<file path="config.mk">
export PLATFORM = sky130hd
export DESIGN_NAME = mem_port_arbiter
export DESIGN_NICKNAME = d
export VERILOG_FILES = /design/src/rtl/mem_port_arbiter.sv
export SDC_FILE = /design/constraint.sdc
export NUM_CORES = 1
export LEC_CHECK = 0
export BUFFER_PORTS_ARGS = -buffer_cell sky130_fd_sc_hd__buf_2
export CORE_MARGIN = 5
export CORE_UTILIZATION = 45
export CTS_CLUSTER_DIAMETER = 120
export DETAILED_ROUTE_END_ITERATION = 6
export GPL_ROUTABILITY_DRIVEN = 0
export HOLD_SLACK_MARGIN = 0.1
export PLACE_DENSITY_LB_ADDON = 0.25
export SYNTH_ARGS = -nofsm -noshare
export SYNTH_HDL_FRONTEND = slang
export SYNTH_SLANG_ARGS = --single-unit
</file>
<file path="constraint.sdc">
create_clock -name clk -period 1.9 [get_ports clk]
set_input_delay 0.19 -clock clk [delete_from_list [all_inputs] [get_ports clk]]
set_output_delay 0.19 -clock clk [all_outputs]
set_load 0.005 [all_outputs]
</file>
<file path="src/rtl/mem_port_arbiter.sv">
// mem_port_arbiter: shares one variable-latency memory bus between the
// instruction-fetch port (IF) and the load/store data port (D).
// D has fixed priority; a saturating starvation counter hands IF the bus
// after STARVE_LIMIT consecutive lost arbitrations. An in-flight fetch can
// be discarded with if_kill: the bus cycle still completes, only if_done
// is suppressed.
module mem_port_arbiter #(
    parameter int unsigned ADDR_W       = 32,
    parameter int unsigned DATA_W       = 32,
    parameter int unsigned STARVE_LIMIT = 4
) (
    input  logic                clk,
    input  logic                rst,
    input  logic                if_req,
    input  logic [ADDR_W-1:0]   if_addr,
    input  logic                if_kill,
    output logic                if_done,
    output logic [DATA_W-1:0]   if_rdata,
    input  logic                d_req,
    input  logic                d_we,
    input  logic [ADDR_W-1:0]   d_addr,
    input  logic [DATA_W/8-1:0] d_be,
    input  logic [DATA_W-1:0]   d_wdata,
    output logic                d_done,
    output logic [DATA_W-1:0]   d_rdata,
    output logic                bus_req,
    output logic                bus_we,
    output logic [ADDR_W-1:0]   bus_addr,
    output logic [DATA_W/8-1:0] bus_be,
    output logic [DATA_W-1:0]   bus_wdata,
    input  logic                bus_ack,
    input  logic [DATA_W-1:0]   bus_rdata,
    output logic                busy
);

    localparam logic [3:0] SLIM = 4'(STARVE_LIMIT);

    // RESP is split per owner so the done pulse needs no separate owner flag.
    typedef enum logic [2:0] {
        S_IDLE,
        S_IF_BUS,
        S_D_BUS,
        S_IF_RESP,
        S_D_RESP
    } state_t;

    state_t     state, state_nx;
    logic [3:0] starve;
    logic       kill_pend;
    logic       grant_d, grant_if;

    // Arbitration in IDLE; the two grant terms are mutually exclusive.
    always_comb begin
        grant_d  = 1'b0;
        grant_if = 1'b0;
        if (state == S_IDLE) begin
            grant_d  = d_req && (!if_req || (starve < SLIM));
            grant_if = if_req && !if_kill && (!d_req || (starve >= SLIM));
        end
    end

    // State register.
    always_ff @(posedge clk or negedge rst) begin
        if (!rst) state <= S_IDLE;
        else      state <= state_nx;
    end

    // Next-state logic and done/busy outputs.
    always_comb begin
        state_nx = state;
        if_done  = 1'b0;
        d_done   = 1'b0;
        busy     = (state != S_IDLE);
        case (state)
            S_IDLE: begin
                if (grant_d)       state_nx = S_D_BUS;
                else if (grant_if) state_nx = S_IF_BUS;
            end
            S_IF_BUS:  if (bus_ack) state_nx = S_IF_RESP;
            S_D_BUS:   if (bus_ack) state_nx = S_D_RESP;
            S_IF_RESP: begin
                if_done  = !kill_pend && !if_kill;
                state_nx = S_IDLE;
            end
            S_D_RESP: begin
                d_done   = 1'b1;
                state_nx = S_IDLE;
            end
            default: state_nx = S_IDLE;
        endcase
    end

    // Bus request register: captured on grant, held until acknowledged.
    always_ff @(posedge clk or negedge rst) begin
        if (!rst) begin
            bus_req   <= 1'b0;
            bus_we    <= 1'b0;
            bus_addr  <= '0;
            bus_be    <= '0;
            bus_wdata <= '0;
        end else if (grant_d) begin
            bus_req   <= 1'b1;
            bus_we    <= d_we;
            bus_addr  <= d_addr;
            bus_be    <= d_we ? d_be : '1;
            bus_wdata <= d_wdata;
        end else if (grant_if) begin
            bus_req   <= 1'b1;
            bus_we    <= 1'b0;
            bus_addr  <= if_addr;
            bus_be    <= '1;
            bus_wdata <= '0;
        end else if (((state == S_IF_BUS) || (state == S_D_BUS)) && bus_ack) begin
            bus_req   <= 1'b0;
        end
    end

    // Read data capture; a killed fetch still updates if_rdata.
    always_ff @(posedge clk or negedge rst) begin
        if (!rst) begin
            if_rdata <= '0;
            d_rdata  <= '0;
        end else begin
            if ((state == S_IF_BUS) && bus_ack)            if_rdata <= bus_rdata;
            if ((state == S_D_BUS) && bus_ack && !bus_we) d_rdata  <= bus_rdata;
        end
    end

    // Starvation counter: counts D wins while IF waits, saturating at the limit.
    always_ff @(posedge clk or negedge rst) begin
        if (!rst) begin
            starve <= '0;
        end else if (grant_if) begin
            starve <= '0;
        end else if (grant_d) begin
            if (!if_req)            starve <= '0;
            else if (starve < SLIM) starve <= starve + 4'd1;
        end
    end

    // Kill-pending flag: remembers a flush seen while the fetch is on the bus.
    always_ff @(posedge clk or negedge rst) begin
        if (!rst) begin
            kill_pend <= 1'b0;
        end else if ((state == S_IF_BUS) && if_kill) begin
            kill_pend <= 1'b1;
        end else if ((state == S_IF_RESP) || (state == S_D_RESP)) begin
            kill_pend <= 1'b0;
        end
    end

endmodule

</file>
==> qor.yml, run 1 <==
global_route:
  grt_pass1_wl_mm: 28.5
  grt_max_degree: 59
  grtUsageTotal: 0.252
  grt_pass1_vias: 5588
  antenna_found_initial: 2
  grt_overflow: 0
cts:
  cts_buffers: 17
  worst_skew_pair.late_latency_ps: 400
  cts_root_buffer: "clkbuf_16"
  cts_tree: "done"
  cts.sinks: 142
  cts-htree-levels: 4
  clkTransAtPathRegs_ps: 50
  cts_buffer_depth: 2
critical_path:
  critPathKind: "register to register"
  crit_path_start_kind: "register"
  required_ps: 2180
  cp_max_fo: 32
  end_kind: "register"
  crit_arrival_ps: 2040
logic_synthesis:
  synth_cells: 411
  yosys.cell_types.count: 34
  yosysSeqAreaShare: 0.648
  synth_fp_nets: 551
  ys_warn_count: 0
  postSynthAreaPerCell_um2: 13.3
  synth-seq-cells: 142
  synth_area_mm2: 0.00549
die:
  boundaryPins: 276
  row_count: 40
  die_y_um: 120
  dieWidth_um: 120
  dieArea_mm2: 0.0145
  core_area_mm2: 0.0120
  start_util: 0.459
sta:
  rsz0062_at_grt: "false"
  slew_viol_final: 0
  clock_skew_ps: 6.56
  finalSetupViolations: 0
  final.setup.tns_ps: 0
  period_share: 0.931
  max_slew_margin: 0.629
  setup_ws_ps: 130
  hold_violations: 0
  fmax_mhz: 565
  worst_pin_slew_ps: 556
  post-route-min-period_ps: 1770
placement:
  portBuffers: 275
  hpwl_mm: 10.6
  preCtsSetupSlack_ps: 165
detailed_routing:
  drc: 0
  drt_iter0_markers: 242
  routed_wl_mm: 18.1
  first_pass_iters: 4
  viasPerCell: 5.16
  ant_nets: 0
  routedWlPerCell_um: 18.3
  num_vias: 5090
pwr:
  pwr_density_cell_mw_per_mm2: 1480
  peakVddDrop_mv: 0.764
  power_leakage_uw: 0.00438
final_layout:
  syn2layout_area_growth_pct: 64.0
  mostFrequentLayoutCell: "buf_2"
  mostFrequentLayoutCells: "buf_2, dfrtp_1, dlygate4sd3_1"
  num-nets-final: 966
  drive_gt1_frac: 0.450
min_path:
  hold_class: "input pin to register"
outcome:
  status: "finished, final reports clean"
flow_run:
  max-cap-violations: 0
==> layout make-up <==
type                    instances  area (um^2)
well taps                     147          184
fillers                       749         2970
inverters                       2         7.51
diodes                          1         2.50
multi-input cells             242         1790
repair buffers                421         2890
clock inverters                 6         83.8
clock buffers                  25          485
flip-flops and latches        142         3550
==> stage by stage <==
step                area, um^2   util  hold slack (ps)  cells  total power, uW
floorplan                 5490      -             -106    411             7570
detailed placement        7080  0.592              199    820             9810
global route              8990  0.752              135    986            14100
global placement          7080  0.592              190    820             9600
finish                    8990  0.752              117    986            13300
CTS                       8990  0.752              102    985            13300
==> worst paths after layout <==
path | start | end | slack, ps | depth (start not counted)
hold reg to reg | d_rdata[27]$_DFFE_PN0P_ | d_rdata[27]$_DFFE_PN0P_ | 490 | 1
hold / removal | d_we | bus_we$_DFFE_PN0P_ | 120 | 3
min in group asynchronous | rst | if_rdata[5]$_DFFE_PN0P_ | 320 | 2
setup / recovery | starve[3]$_DFFE_PN0P_ | bus_wdata[20]$_DFFE_PN0P_ | 130 | 4
max in group asynchronous | rst | if_rdata[30]$_DFFE_PN0P_ | 930 | 3
setup reg to reg | starve[3]$_DFFE_PN0P_ | bus_wdata[20]$_DFFE_PN0P_ | 130 | 4
==> flip-flops by register name (all words and copies together) (netlist names) <==
register and cells:
if_rdata 32, bus_wdata 32, d_rdata 32, starve 4
bus_be 4, bus_we 1, kill_pend 1, bus_addr 32
state 3, bus_req 1
==> metal layers <==
layer | global-route usage | part of all wire | wire [um]
met1 | 0.281 | 0.38 | 6790
met2 | 0.426 | 0.50 | 9030
met3 | 0.0893 | 0.084 | 1510
met4 | 0.128 | 0.041 | 741
met5 | 0 | 0.00039 | 7
==> cells by family after synthesis <==
| group | count (synthesis) | synth area share |
|---|---|---|
| multiplexers | 65 | 0.133 |
| AND/OR/NAND/NOR | 93 | 0.0751 |
| buffers and inverters | 27 | 0.0308 |
| adder cells (fa/ha/maj) | 1 | 0.00228 |
| flip-flops | 142 | 0.648 |
| AO/OA/AOI/OAI | 83 | 0.111 |
==> synthesized netlist by cell type <==
cell type / number / area, um^2
a22o_1: 32 / 280
o22ai_1: 32 / 200
inv_1: 1 / 3.75
nor3b_1: 1 / 7.51
nor2_1: 66 / 248
nand2_1: 8 / 30.0
a31oi_1: 1 / 6.26
dfrtp_1: 142 / 3550
ha_1: 1 / 12.5
buf_6: 5 / 56.3
mux2_2: 58 / 653
inv_2: 1 / 3.75
a211oi_1: 1 / 7.51
and3_1: 1 / 6.26
nor2b_1: 3 / 18.8
nor3_4: 1 / 16.3
o21ai_0: 5 / 25.0
nor2_2: 1 / 6.26
nand2b_1: 3 / 18.8
a21oi_1: 5 / 25.0
buf_4: 5 / 37.5
clkbuf_1: 6 / 22.5
a41oi_1: 1 / 8.76
and2_1: 1 / 6.26
nor3_1: 3 / 15.0
nor3_2: 1 / 10.0
o22a_1: 4 / 35.0
a32o_1: 1 / 10.0
mux2_1: 7 / 78.8
nand3b_1: 1 / 7.51
a31o_1: 1 / 8.76
buf_2: 9 / 45.0
nand3_1: 2 / 10.0
or3b_4: 1 / 11.3
==> power breakdown <==
group,switching [uW],internal [uW]
Clock,1170,2030
Combinational,2270,2590
Sequential,805,4440
Total,4250,9060
==> what timing repair did <==
action,in CTS,in global routing
hold buffers,134,0
setup buffers,0,0
endpoints found under the hold margin,188,0
gates resized for setup,0,0
==> critical path, cell delays in order, from the launching register on <==
cell and delay [ps]:
dfrtp_1 410, or3b_4 440, a31o_1 300, buf_12 200
a22o_1 280
Power figures use the tool's default switching activity.
==> run 2: changes to the inputs <==
==> constraint.sdc (replaced) <==
create_clock -name clk -period 1.9 [get_ports clk]
set_input_delay 0.19 -clock clk [delete_from_list [all_inputs] [get_ports clk]]
set_output_delay 0.19 -clock clk [all_outputs]
set_load 0.05 [all_outputs]
==> run 2 against run 1 <==
Compared with the run above:
- wire length rose by 0.27%
- clock skew fell by 1.6 ps
- largest cell class unchanged
- critical path depth did not move
- worst hold slack got worse by 2.7 ps
- critical endpoint is now if_done
- utilization rose by 0.23 points
- sequential power barely moved
- worst setup slack improved by 18 ps
- critical path type is now register to output pin
==> qor.yml, run 2 (synthesis results as in run 1) <==
cts:
  cts-htree-levels: 4
  cts_tree: "done"
  clkTransAtPathRegs_ps: 50
  cts_root_buffer: "clkbuf_16"
  cts_buffer_depth: 2
  cts_buffers: 17
  cts.sinks: 142
  worst_skew_pair.late_latency_ps: 410
  post-cts-setup-buffer-count: 0
min_path:
  hold_class: "input pin to register"
critical_path:
  slowest_stage: "dfrtp_1"
  r2r-end: "bus_wdata[4]$_DFFE_PN0P_"
  required_ps: 1710
  crit_arrival_ps: 1560
  end_kind: "output pin"
  cp_max_fo: 7
  reg2reg_from: "state[1]$_DFFE_PN0P_"
  rrSetupSlack_ps: 150
  crit_path_start_kind: "register"
  critPathKind: "register to output pin"
  critPathMaxStageDelay_ps: 480
  r2r.worst_path.cells: 5
  critPathLaunch: "state[2]$_DFFE_PN0P_"
  path_cells: "nor2b_1 -> nand2_1 -> nor3_2 -> buf_2"
  crit_path_end: "if_done"
die:
  start_util: 0.459
  row_count: 40
  dieWidth_um: 120
  core_area_mm2: 0.0120
  dieArea_mm2: 0.0145
  boundaryPins: 276
  die_y_um: 120
global_route:
  grt_overflow: 0
  grt_pass1_vias: 5595
  grt_max_degree: 53
  grtUsageTotal: 0.253
  grt_pass1_wl_mm: 28.5
  antenna_found_initial: 2
outcome:
  status: "finished, final reports clean"
final_layout:
  nFillCells: 767
  num-nets-final: 967
  mostFrequentLayoutCell: "buf_2"
  seq_area_mm2: 0.00355
  syn2layout_area_growth_pct: 64.5
  mostFrequentLayoutCells: "buf_2, dfrtp_1, dlygate4sd3_1"
  multiInputGateArea_mm2: 0.00179
  drive_gt1_frac: 0.456
sta:
  worst_pin_slew_ps: 499
  period_share: 0.922
  timing.hold.ws_ps: 114
  max_slew_margin: 0.668
  rsz0062_at_grt: "false"
  finalSetupViolations: 0
  slew_viol_final: 0
  fmax_mhz: 571
  hold_violations: 0
  post-route-min-period_ps: 1750
  final.setup.tns_ps: 0
  clock_skew_ps: 4.95
detailed_routing:
  num_vias: 5167
  drt_iter0_markers: 239
  ant_nets: 0
  first_pass_iters: 4
  routedWlPerCell_um: 18.3
  drc: 0
  viasPerCell: 5.22
  routed_wl_mm: 18.1
placement:
  portBuffers: 275
  hpwl_mm: 10.9
flow_run:
  max-cap-violations: 0
pwr:
  power_leakage_uw: 0.00440
  pwr_density_cell_mw_per_mm2: 2020
  peakVddDrop_mv: 1.31
-- run 2: cell count changes in the layout (fill, tap and decap cells not counted), moves of 2 or more --
cell,before,now
diode_2,1,3
clkbuf_8,3,6
buf_4,6,11
buf_12,6,3
-- run 2: stage by stage --
step / instance area (um^2) / setup slack, ps / utilization / std cells / total power (uW)
after CTS: 9010 / 64.5 / 0.754 / 987 / 18200
final: 9020 / 149 / 0.754 / 990 / 18300
after global routing: 9020 / 23.6 / 0.754 / 990 / 19100
after floorplan: 5490 / 166 / - / 411 / 12200
after detailed placement: 7060 / 123 / 0.590 / 822 / 14500
after global placement: 7060 / 212 / 0.590 / 822 / 14300
-- run 2: area by class of cell --
type,instances,share of cell area
inverters,2,0.000832
multi-input cells,242,0.198
repair buffers,422,0.317
clock buffers,27,0.0580
well taps,147,0.0204
diodes,3,0.000832
flip-flops and latches,142,0.394
clock inverters,5,0.0111
-- run 2: layer usage --
layer	vias to the layer above	GRT usage	share of wire
met5	-	0	0
met4	0	0.134	0.051
met3	85	0.0833	0.088
met2	308	0.423	0.49
met1	2463	0.287	0.37
li1	2311	-	-
-- run 2: repair_timing --
item | in CTS | in global routing
endpoints found under the setup margin | 0 | 1
hold buffers | 133 | 0
resized for setup | 0 | 1
hold endpoints to repair | 180 | 0
-- run 2: how the worst min path moves through the flow --
stage | from | end | cells past startpoint
2_1_floorplan | rst | bus_addr[0]$_DFFE_PN0P_ | 0
3_3_place_gp | rst | if_rdata[0]$_DFFE_PN0P_ | 1
6_report | bus_ack | state[1]$_DFFE_PN0P_ | 3
5_1_grt | bus_ack | state[1]$_DFFE_PN0P_ | 3
4_1_cts | bus_ack | state[1]$_DFFE_PN0P_ | 3
3_5_place_dp | rst | if_rdata[9]$_DFFE_PN0P_ | 1
-- run 2: power breakdown --
part           leakage [uW]  switching, uW  internal [uW]
Clock              0.000308           1180           2270
Sequential          0.00170            812           4440
Combinational       0.00240           6980           2580
-- run 2: critical path, delay by kind of cell (launching register included) --
kind          cells  cell delay [ps]
flops             1              480
simple gates      3              380
buf+inv           1              280
==> run 3: changes to the inputs <==
==> constraint.sdc (replaced) <==
create_clock -name clk -period 1.9 [get_ports clk]
set_input_delay 0.57 -clock clk [delete_from_list [all_inputs] [get_ports clk]]
set_output_delay 0.57 -clock clk [all_outputs]
set_load 0.05 [all_outputs]
==> run 3 against run 2 <==
Compared with the run above:
- the flow now finishes with violations (setup timing)
- clock-buffer cell count fell by 3
- design area is 14% lower
- clock skew grew 1.1 ps
- utilization decreased by 10 points
- worst setup slack lost 210 ps
==> qor.yml, run 3 (synthesis results as in run 1) <==
cts:
  cts_tree: "done"
  cts_hold_buf: 0
  cts_buffer_depth: 2
  cts.sinks: 142
  clkTransAtPathRegs_ps: 50
  cts-htree-levels: 4
  cts_root_buffer: "clkbuf_16"
  cts_buffers: 17
  worst_skew_pair.late_latency_ps: 410
outcome:
  status: "finished, violations left"
  failed_checks: "setup timing"
global_route:
  antenna_found_initial: 0
  grt_max_degree: 51
  grt_pass1_vias: 4544
  grt_overflow: 0
  grtUsageTotal: 0.202
  grt_pass1_wl_mm: 22.9
critical_path:
  r2r-end: "bus_wdata[29]$_DFFE_PN0P_"
  required_ps: 1330
  cp_max_fo: 3
  end_kind: "output pin"
  crit_arrival_ps: 1390
  critPathKind: "register to output pin"
  r2r.worst_path.cells: 7
  crit_path_start_kind: "register"
  rrSetupSlack_ps: 160
  reg2reg_from: "state[1]$_DFFE_PN0P_"
die:
  core_area_mm2: 0.0120
  die_y_um: 120
  row_count: 40
  boundaryPins: 276
  dieArea_mm2: 0.0145
  dieWidth_um: 120
  start_util: 0.459
detailed_routing:
  ant_nets: 0
  top_layer_used: "met4"
  routed_wl_mm: 14.4
  wl_met1_mm: 5.90
  drc: 0
  viasPerCell: 5.06
  dr_wl_met2_mm: 7.00
  first_pass_iters: 5
  met3_length_mm: 1.26
  num_vias: 4349
  routedWlPerCell_um: 16.7
  drt_iter0_markers: 205
sta:
  rsz0062_at_grt: "true"
  setup_ws_ps: -60.6
  max_slew_margin: 0.649
  clock_skew_ps: 6.03
  fmax_mhz: 510
  hold_violations: 0
  finalSetupViolations: 3
  period_share: 1.03
  worst_pin_slew_ps: 526
  post-route-min-period_ps: 1960
  slew_viol_final: 0
placement:
  preCtsSetupSlack_ps: 37.4
  hpwl_mm: 10.8
  portBuffers: 275
  place_area_mm2: 0.00714
final_layout:
  stdcell_area_mm2: 0.00780
  drive_gt1_frac: 0.553
  mostFrequentLayoutCell: "buf_2"
  num-nets-final: 842
  diodes: 0
  mostFrequentLayoutCells: "buf_2, dfrtp_1, nor2_1"
  final_util: 0.652
  syn2layout_area_growth_pct: 42.3
  nFillCells: 963
flow_run:
  max-cap-violations: 0
min_path:
  hold_class: "input pin to asynchronous set/reset pin"
run 3: changes by cell type in the layout (fill, tap and decap cells not counted), sizes merged:
| cell | change |
|---|---|
| diode | -3 |
| dlygate4sd3 | -133 |
| clkbuf | -3 |
| buf | +8 |
| clkinvlp | +1 |
| bufinv | -1 |
| clkinv | +1 |
run 3: how the worst max path moves through the flow:
| stage | startpoint | slack [ps] | cells past startpoint | endpoint |
|---|---|---|---|---|
| CTS | state[1]$_DFFE_PN0P_ | -110 | 4 | d_done |
| floorplan | state[1]$_DFFE_PN0P_ | 5 | 3 | if_done |
| detailed placement | d_req | 40 | 5 | bus_wdata[5]$_DFFE_PN0P_ |
| global route | state[1]$_DFFE_PN0P_ | -130 | 4 | d_done |
| global placement | d_req | 60 | 5 | bus_wdata[27]$_DFFE_PN0P_ |
| finish | state[1]$_DFFE_PN0P_ | -60 | 4 | d_done |
run 3: through the flow:
stage / cells / hold WS, ps / TNS (ps)
floorplan: 411 / 274 / 0
detailed placement: 825 / 471 / 0
global route: 860 / 141 / -360
finish: 860 / 117 / -171
CTS: 857 / 128 / -306
global placement: 825 / 464 / 0
run 3: what timing repair did:
action,4_1_cts,5_1_grt
gates resized for setup,10,3
setup endpoints to repair,3,3
setup buffers,2,3
run 3: final cells by class:
cell class	count	area, um^2	area share
multi-input cells	242	1790	0.230
repair buffers	297	1680	0.215
flip-flops and latches	142	3560	0.456
clock buffers	24	502	0.0643
inverters	2	7.51	0.000962
well taps	147	184	0.0236
clock inverters	6	82.6	0.0106
run 3: critical path, stage by stage (launching register included):
cell	delay, ps
dfrtp_1	400
buf_6	130
nand2b_1	160
nor2_2	120
buf_6	170
run 3: per-layer routing:
layer / track usage / up-vias
li1: - / 2066
met1: 0.253 / 2064
met2: 0.327 / 199
met3: 0.0692 / 20
met4: 0.0694 / 0
met5: 0 / -
Power of run 3 is not shown: default switching activity piles up to over one toggle a cycle in this logic, so the estimate is an artifact.
